--- config.mk ---
export PLATFORM = sky130hd
export DESIGN_NAME = cla_pipelined_addsub
export DESIGN_NICKNAME = d
export VERILOG_FILES = /design/src/rtl/cla_pipelined_addsub.sv
export SDC_FILE = /design/constraint.sdc
export NUM_CORES = 1
export LEC_CHECK = 0
export BUFFER_PORTS_ARGS = -buffer_cell sky130_fd_sc_hd__buf_2
export CORE_MARGIN = 5
export CORE_UTILIZATION = 45
export CTS_CLUSTER_DIAMETER = 30
export DETAILED_ROUTE_END_ITERATION = 7
export GPL_TIMING_DRIVEN = 1
export SYNTH_ARGS = -nofsm -noshare
export SYNTH_HDL_FRONTEND = slang
export SYNTH_SLANG_ARGS = --single-unit
--- constraint.sdc ---
create_clock -name clk -period 4.2 [get_ports clk]
set_input_delay 0.84 -clock clk [delete_from_list [all_inputs] [get_ports clk]]
set_output_delay 0.84 -clock clk [all_outputs]
set_load 0.005 [all_outputs]
--- src/rtl/cla_pipelined_addsub.sv ---
// Pipelined carry-lookahead adder/subtractor.
// The operands are split into GROUP-bit lookahead groups and one group is
// resolved per pipeline stage. The carry between groups only crosses a
// register, so a result appears NG = WIDTH/GROUP cycles after it is accepted,
// at one operation per cycle. One global advance signal moves or freezes the
// whole pipe, and the last stage register is the output register.
module cla_pipelined_addsub #(
    parameter int WIDTH = 16,
    parameter int GROUP = 4,
    parameter int TAG_W = 4
) (
    input  logic             clk,
    input  logic             reset,
    input  logic             in_valid,
    output logic             in_ready,
    input  logic [WIDTH-1:0] in_a,
    input  logic [WIDTH-1:0] in_b,
    input  logic             in_cin,
    input  logic             in_sub,
    input  logic [TAG_W-1:0] in_tag,
    output logic             out_valid,
    input  logic             out_ready,
    output logic [WIDTH-1:0] out_result,
    output logic             out_cout,
    output logic             out_ovf,
    output logic             out_zero,
    output logic             out_neg,
    output logic [TAG_W-1:0] out_tag
);

    localparam int NG = WIDTH / GROUP;

    // The group size must divide the operand width exactly.
    if (GROUP < 1 || (WIDTH % GROUP) != 0) begin : g_bad_params
        $error("cla_pipelined_addsub: WIDTH (%0d) must be a multiple of GROUP (%0d)", WIDTH, GROUP);
    end

    // One pipeline slot. The operand fields hold the effective operands, so
    // the subtract inversion happens once at the input. The bits a stage has
    // not consumed yet travel along with it (input skew). res fills up from
    // the LSB, one group per stage. carry is the carry out of the highest
    // group resolved so far; cmsb is the carry into that group's top bit,
    // which becomes the carry into bit WIDTH-1 in the last stage.
    typedef struct packed {
        logic             valid;
        logic [TAG_W-1:0] tag;
        logic [WIDTH-1:0] a;
        logic [WIDTH-1:0] b;
        logic [WIDTH-1:0] res;
        logic             carry;
        logic             cmsb;
    } stage_t;

    // Result of one lookahead group.
    typedef struct packed {
        logic [GROUP-1:0] sum;
        logic             cout;
        logic             cmsb;
    } grp_t;

    // GROUP-bit generate/propagate lookahead. Every internal carry is built
    // as a flat sum of products of g, p and the group carry-in:
    //   c[i+1] = g[i] | p[i]g[i-1] | ... | p[i]..p[1]g[0] | p[i]..p[0]cin
    function automatic grp_t cla_group(
        input logic [GROUP-1:0] a,
        input logic [GROUP-1:0] b,
        input logic             cin
    );
        grp_t             r;
        logic [GROUP-1:0] g;
        logic [GROUP-1:0] p;
        logic [GROUP:0]   c;
        logic             term;
        g    = a & b;
        p    = a ^ b;
        c    = '0;
        c[0] = cin;
        for (int i = 0; i < GROUP; i++) begin
            // Carry-in propagated through every bit up to i.
            c[i+1] = cin;
            for (int j = 0; j <= i; j++) begin
                c[i+1] = c[i+1] & p[j];
            end
            // Generate at bit j propagated through bits j+1..i.
            for (int j = 0; j <= i; j++) begin
                term = g[j];
                for (int m = j + 1; m <= i; m++) begin
                    term = term & p[m];
                end
                c[i+1] = c[i+1] | term;
            end
        end
        r.sum  = p ^ c[GROUP-1:0];
        r.cout = c[GROUP];
        r.cmsb = c[GROUP-1];
        return r;
    endfunction

    stage_t st_q [NG];
    stage_t st_d [NG];
    stage_t src  [NG];
    grp_t   grp  [NG];
    logic   zero_q;
    logic   zero_d;
    logic   adv;

    // The whole pipe moves unless a finished result is waiting for the consumer.
    assign adv      = !st_q[NG-1].valid || out_ready;
    assign in_ready = adv;

    // Next state of every stage: take the previous slot (stage 0 takes the
    // conditioned inputs) and resolve this stage's group from its registered carry.
    always_comb begin
        // NOTE: every variable written here gets a full default first, so no
        // path can leave one unassigned and infer a latch.
        src[0].valid = in_valid;
        src[0].tag   = in_tag;
        src[0].a     = in_a;
        src[0].b     = in_b ^ {WIDTH{in_sub}};
        src[0].res   = '0;
        src[0].carry = in_cin ^ in_sub;
        src[0].cmsb  = 1'b0;
        for (int k = 1; k < NG; k++) begin
            src[k] = st_q[k-1];
        end
        for (int k = 0; k < NG; k++) begin
            grp[k]  = cla_group(src[k].a[k*GROUP +: GROUP],
                                src[k].b[k*GROUP +: GROUP],
                                src[k].carry);
            st_d[k] = src[k];
            st_d[k].res[k*GROUP +: GROUP] = grp[k].sum;
            st_d[k].carry = grp[k].cout;
            st_d[k].cmsb  = grp[k].cmsb;
        end
        zero_d = (st_d[NG-1].res == '0);
    end

    // Stage registers: clear on reset, shift together on advance, hold otherwise.
    always_ff @(posedge clk) begin
        // NOTE: the data fields are reset as well as the valid bits, because
        // the last stage drives the outputs directly and they must read 0
        // after reset.
        if (reset) begin
            for (int k = 0; k < NG; k++) begin
                st_q[k] <= '0;
            end
            zero_q <= 1'b0;
        end else if (adv) begin
            // NOTE: non-blocking assignments let every stage capture its
            // predecessor's old value on the same edge.
            for (int k = 0; k < NG; k++) begin
                st_q[k] <= st_d[k];
            end
            zero_q <= zero_d;
        end
    end

    assign out_valid  = st_q[NG-1].valid;
    assign out_result = st_q[NG-1].res;
    assign out_cout   = st_q[NG-1].carry;
    assign out_ovf    = st_q[NG-1].carry ^ st_q[NG-1].cmsb;
    assign out_zero   = zero_q;
    assign out_neg    = st_q[NG-1].res[WIDTH-1];
    assign out_tag    = st_q[NG-1].tag;

endmodule

==> impl_metrics.yaml, run 1 <==
run:
  cap_violations: 0
final_layout:
  diodes: 0
  area_delta_synth_final_pct: 17.6
  fin_cells: 568
  final_nets: 478
  layout-drive-gt1-share_pct: 24.7
  final_util_pct: 53.3
routing:
  drt_iter0_markers: 63
  final_antenna_net_count: 0
  via_per_inst: 4.46
  vias: 2534
  drcViolationCount: 0
  drt_pass1_iterations: 4
  routed_wl_um: 6810
  wl_per_cell_um: 12.0
setup_path:
  crit_type: "input pin to flop"
  worst_ep_required_time_ns: 4.36
  cp_common_cell: "o21a_1"
  cp_cell_sequence: "buf_2, xor2_1, ha_1, ha_1, o21a_1, o21a_1, o21a_1, o21a_1"
  cp_max_fo: 17
  worstPathArrival_ns: 2.64
  cpPeakStageDelay_ns: 0.36
  startpoint_type: "input pin"
  end_kind: "flop"
  cp_slowest_cell: "buf_2"
cts:
  cts_inserted_buffers: 17
  cts_tree: "built"
  cts_hold_buffers: 0
  cts_num_sinks: 114
  root_buffer: "clkbuf_16"
  clkLatencyLatePin_ns: 0.40
  cts.clk_slew.worst_paths_ns: 0.05
  cts_resized: 0
  htree_levels: 4
  post_cts_buffers: 0
  clockBufferDepth: 2
sta:
  tns_ns: 0
  worstMarginPinSlew_ns: 0.786
  rsz0062_at_grt: "false"
  finClkSkew_ns: 0.00553
  fin_crit_sh_pct: 58.9
  fin_crit_ns: 2.48
  finalWorstSetupSlack_ns: 1.72
  setup_viol: 0
  slew_headroom_pct: 47.6
  hold_violations: 0
  drv_slew: 0
  timing.fmax_mhz: 404
synth:
  synth_largest_area_cell: "edfxtp_1"
  yosysSeqAreaShare_pct: 66.8
  ys_seq_elements: 114
  ys.flop_type: "edfxtp_1"
  synthTopCellsByArea: "edfxtp_1 (66%), and2_1 (9.7%), ha_1 (4.9%)"
  netlist.area_leader.share_pct: 66.5
  synth_area_sq_um: 5110
  async_flop_share_pct: 0
  yosys.cell_types.count: 31
  avgSynthCellArea_sq_um: 14.3
  synth_nets: 423
  synth-edff-count: 113
  yosysWarnings: 0
  yosysMostFrequentCell: "edfxtp_1"
  synthTopCellsByCount: "edfxtp_1 (113), and2_1 (79), nor2_1 (26)"
  synthCells: 357
power_and_ir_drop:
  leakage_nw: 2.63
  ir_drop_mv: 0.231
  p_total_mw: 2.92
  powerDensity_nw_per_um2: 486
global_routing:
  grt-ovfl-total: 0
  antenna_found_initial: 0
  grt_pass1_wl_um: 11500
  first_global_vias: 2523
  grt_usage_pct: 11.2
  grt_max_degree: 62
placement:
  place_worst_setup_slack_ns: 1.30
  portBuffers: 67
  gp_congestion: 0.711
  placed_cells: 536
  hpwlAfterDp_um: 4510
floorplanning:
  die_h_um: 117
  fp.coreArea_sq_um: 11300
  rows: 39
  die_w_um: 117
  io-pin-count: 68
  die_area_sq_um: 13600
  initial_core_util_pct: 45.3
status:
  status: "finished clean"
min_path:
  min_path_type: "flop to flop"
[cell families after synthesis]
kind of cell	Yosys count	synth area share, %
adders and majority gates	24	6.47
AOI/OAI and AO/OA	18	2.38
xor gates and xnor gates	24	4.12
and+or+nand+nor	129	14.8
buffers and inverters	48	5.39
DFF	114	66.8
[layout make-up]
| cell class | instances | area [sq um] |
|---|---|---|
| Inverter | 14 | 52.6 |
| Tap cell | 143 | 179 |
| Clock inverter | 14 | 145 |
| Clock buffer | 18 | 429 |
| Fill cell | 953 | 5270 |
| Timing Repair Buffer | 70 | 358 |
| Multi-Input combinational cell | 195 | 1430 |
| Sequential cell | 114 | 3410 |
[path summary, 6_finish.rpt]
kind / depth (start not counted) / slack (ns) / from / endpoint
min: 1 / 0.51 / st_q[0][52] / st_q[1][52]
max: 8 / 1.72 / in_sub / st_q[0][1]
max reg2reg: 3 / 2.19 / st_q[3][54] / st_q[3][54]
min reg2reg: 1 / 0.51 / st_q[0][52] / st_q[1][52]
[worst max-delay path: cells and delay by family]
kind | cells | cell delay, ns
AOI/OAI and AO/OA | 4 | 0.73
xor gates and xnor gates | 1 | 0.23
adders and majority gates | 2 | 0.46
buffers and inverters | 1 | 0.36
[stage by stage]
step / hold WS (ns) / cell area (sq um)
finish: 0.511 / 6000
global route: 0.524 / 6000
CTS: 0.514 / 6000
detailed placement: 0.501 / 5430
global placement: 0.502 / 5430
floorplan: 0.497 / 5110
[sequential cells by signal (all words and copies together), names as in the netlist]
register / count
st_q: 113
out_zero: 1
[layer usage]
metal | vias up | wire, um | GRT usage (%)
li1 | 1322 | - | -
met1 | 1131 | 3260 | 14.5
met2 | 71 | 2990 | 16.5
met3 | 10 | 461 | 4.40
met4 | 0 | 102 | 5.34
met5 | - | 0 | 0
[cells in the final DEF, fill, tap and decap left out, types with 10 or more instances in the layout]
cell / netlist / layout
xor2_1: 10 / 10
xnor2_1: 14 / 14
ha_1: 20 / 20
nor3_1: 11 / 11
inv_1: 14 / 14
and2_1: 79 / 79
nor2_1: 26 / 26
edfxtp_1: 113 / 113
buf_2: 3 / 67
o21a_1: 10 / 10
clkbuf_16: 0 / 17
[power by group]
part / internal [mW] / switching, mW
clock network: 0.915 / 0.457
registers: 1.34 / 0.0239
logic: 0.0938 / 0.0941
total: 2.35 / 0.575
Power figures use the tool's default switching activity.
==> run 2: changes to the inputs <==
--- a/config.mk
+++ b/config.mk
@@ -11,6 +11,7 @@
 export CTS_CLUSTER_DIAMETER = 30
 export DETAILED_ROUTE_END_ITERATION = 7
 export GPL_TIMING_DRIVEN = 1
+export PLACE_DENSITY = 0.67
 export SYNTH_ARGS = -nofsm -noshare
 export SYNTH_HDL_FRONTEND = slang
 export SYNTH_SLANG_ARGS = --single-unit
==> constraint.sdc (replaced) <==
create_clock -name clk -period 2.2 [get_ports clk]
set_input_delay 0.44 -clock clk [delete_from_list [all_inputs] [get_ports clk]]
set_output_delay 0.44 -clock clk [all_outputs]
set_load 0.005 [all_outputs]
==> impl_metrics.yaml, run 2 (same netlist as run 1, synthesis figures left out) <==
global_routing:
  grt_usage_pct: 10.7
  first_global_vias: 2542
  grt-ovfl-total: 0
  antenna_found_initial: 0
  grt_max_degree: 60
  grt_pass1_wl_um: 11200
placement:
  place_area_sq_um: 5480
  gp_congestion: 0.725
  place_worst_setup_slack_ns: -0.000552
  hpwlAfterDp_um: 4430
  portBuffers: 67
sta:
  timing.fmax_mhz: 532
  worstMarginPinSlew_ns: 0.546
  drv_slew: 0
  setup_viol: 0
  rsz0062_at_grt: "false"
  hold_violations: 0
  fin_crit_ns: 1.88
  holdWs_ns: 0.321
  slew_headroom_pct: 63.6
  fin_crit_sh_pct: 85.5
  finClkSkew_ns: 0.00331
  finalWorstSetupSlack_ns: 0.320
floorplanning:
  io-pin-count: 68
  die_area_sq_um: 13600
  initial_core_util_pct: 45.3
  die_h_um: 117
  die_w_um: 117
  fp.coreArea_sq_um: 11300
  rows: 39
setup_path:
  crit_type: "flop to flop"
  worstPathArrival_ns: 2.03
  cp_slowest_cell: "edfxtp_1"
  cpPeakStageDelay_ns: 0.40
  cp_common_cell: "o21a_1"
  cp_cell_sequence: "ha_1, ha_1, o21a_1, o21a_1, o21a_1, o21a_1"
  reg2reg_depth: 6
  ff2ff_setup_slack_ns: 0.32
  crit_start: "st_q[0][22]"
  startpoint_type: "flop"
  end_kind: "flop"
  worst_ep_required_time_ns: 2.35
  crit_path_end: "st_q[1][1]"
  worst_r2r_endpoint: "st_q[1][1]"
  cp_max_fo: 3
  reg2reg_from: "st_q[0][22]"
routing:
  routed_wl_um: 6550
  wl_per_cell_um: 11.5
  drt_pass1_iterations: 4
  vias: 2519
  via_per_inst: 4.43
  drcViolationCount: 0
  drt_iter0_markers: 92
  final_antenna_net_count: 0
cts:
  cts_tree: "built"
  clockBufferDepth: 2
  post_cts_buffers: 0
  cts_inserted_buffers: 17
  cts.clk_slew.worst_paths_ns: 0.05
  cts_hold_buffers: 0
  cts_num_sinks: 114
  htree_levels: 4
  root_buffer: "clkbuf_16"
  cts_resized: 0
  clkLatencyLatePin_ns: 0.39
power_and_ir_drop:
  leakage_nw: 2.61
  powerDensity_nw_per_um2: 863
  combPwrFrac_pct: 7.0
  pwr-share-clk_pct: 42.5
  p_sw_share_pct: 19.8
  internal_power_mw: 4.13
  p_sw_mw: 1.02
  ir_drop_mv: 0.481
  seqPwrFrac_pct: 50.5
final_layout:
  top_register: "st_q"
  final_common_cell: "edfxtp_1"
  diodes: 0
  area_delta_synth_final_pct: 16.9
  final_cell_mix: "edfxtp_1 (113), and2_1 (79), buf_2 (67)"
  largest_register_ffs: 113
  final_nets: 480
  final_util_pct: 52.9
  design_area_sq_um: 5970
  layout-drive-gt1-share_pct: 23.7
run:
  cap_violations: 0
status:
  status: "finished clean"
min_path:
  min_path_type: "input pin to flop"
## run 2: cell count changes in the layout (fill, tap and decap cells not counted), moves of 2 or more
cell       delta
clkinv_1      +2
clkbuf_1      +3
bufinv_16     -3
buf_12        +3
clkinv_2      -2
## run 2: layout make-up
cell class | instances | area, sq um
well taps | 143 | 179
multi-input cells | 195 | 1430
fillers | 942 | 5300
clock inverters | 10 | 45.0
clock buffers | 21 | 440
inverters | 14 | 52.6
repair buffers | 72 | 410
flip-flops and latches | 114 | 3410
## run 2: routing by layer
layer | track usage, % | vias up | routed length [um]
li1 | - | 1325 | -
met1 | 13.3 | 1119 | 2940
met2 | 16.4 | 67 | 3070
met3 | 4.20 | 8 | 457
met4 | 5.10 | 0 | 81
met5 | 0 | - | 0
## run 2: worst min path at each step
stage,to,from,cells after the start,slack (ns)
finish,st_q[0][44],in_a[10],2,0.32
floorplan,st_q[1][26],st_q[0][26],1,0.50
global route,st_q[0][51],in_tag[1],2,0.31
detailed placement,st_q[2][48],st_q[1][48],1,0.50
global placement,st_q[1][53],st_q[0][53],1,0.50
CTS,st_q[0][44],in_a[10],2,0.30
## run 2: critical path, delay by kind of cell (launching register included)
kind | cells | cell delay, ns
compound gates | 4 | 0.74
fa+ha+maj | 2 | 0.49
flops | 1 | 0.40
## run 2: power groups by stage
stage                     clock network [mW]  registers [mW]  logic (mW)
after global placement                     0            2.63       0.361
after CTS                               2.25            2.60       0.373
after floorplan                            0            2.62       0.283
after detailed placement                   0            2.64       0.370
after global routing                    2.36            2.61       0.422
final                                   2.19            2.60       0.362
## run 2: through the flow
step	total power, mW	TNS (ns)	cells
after global placement	3.00	0	538
after CTS	5.22	0	569
after detailed placement	3.01	-0.000552	538
final	5.15	0	569
after global routing	5.39	0	569
after floorplan	2.91	0	357
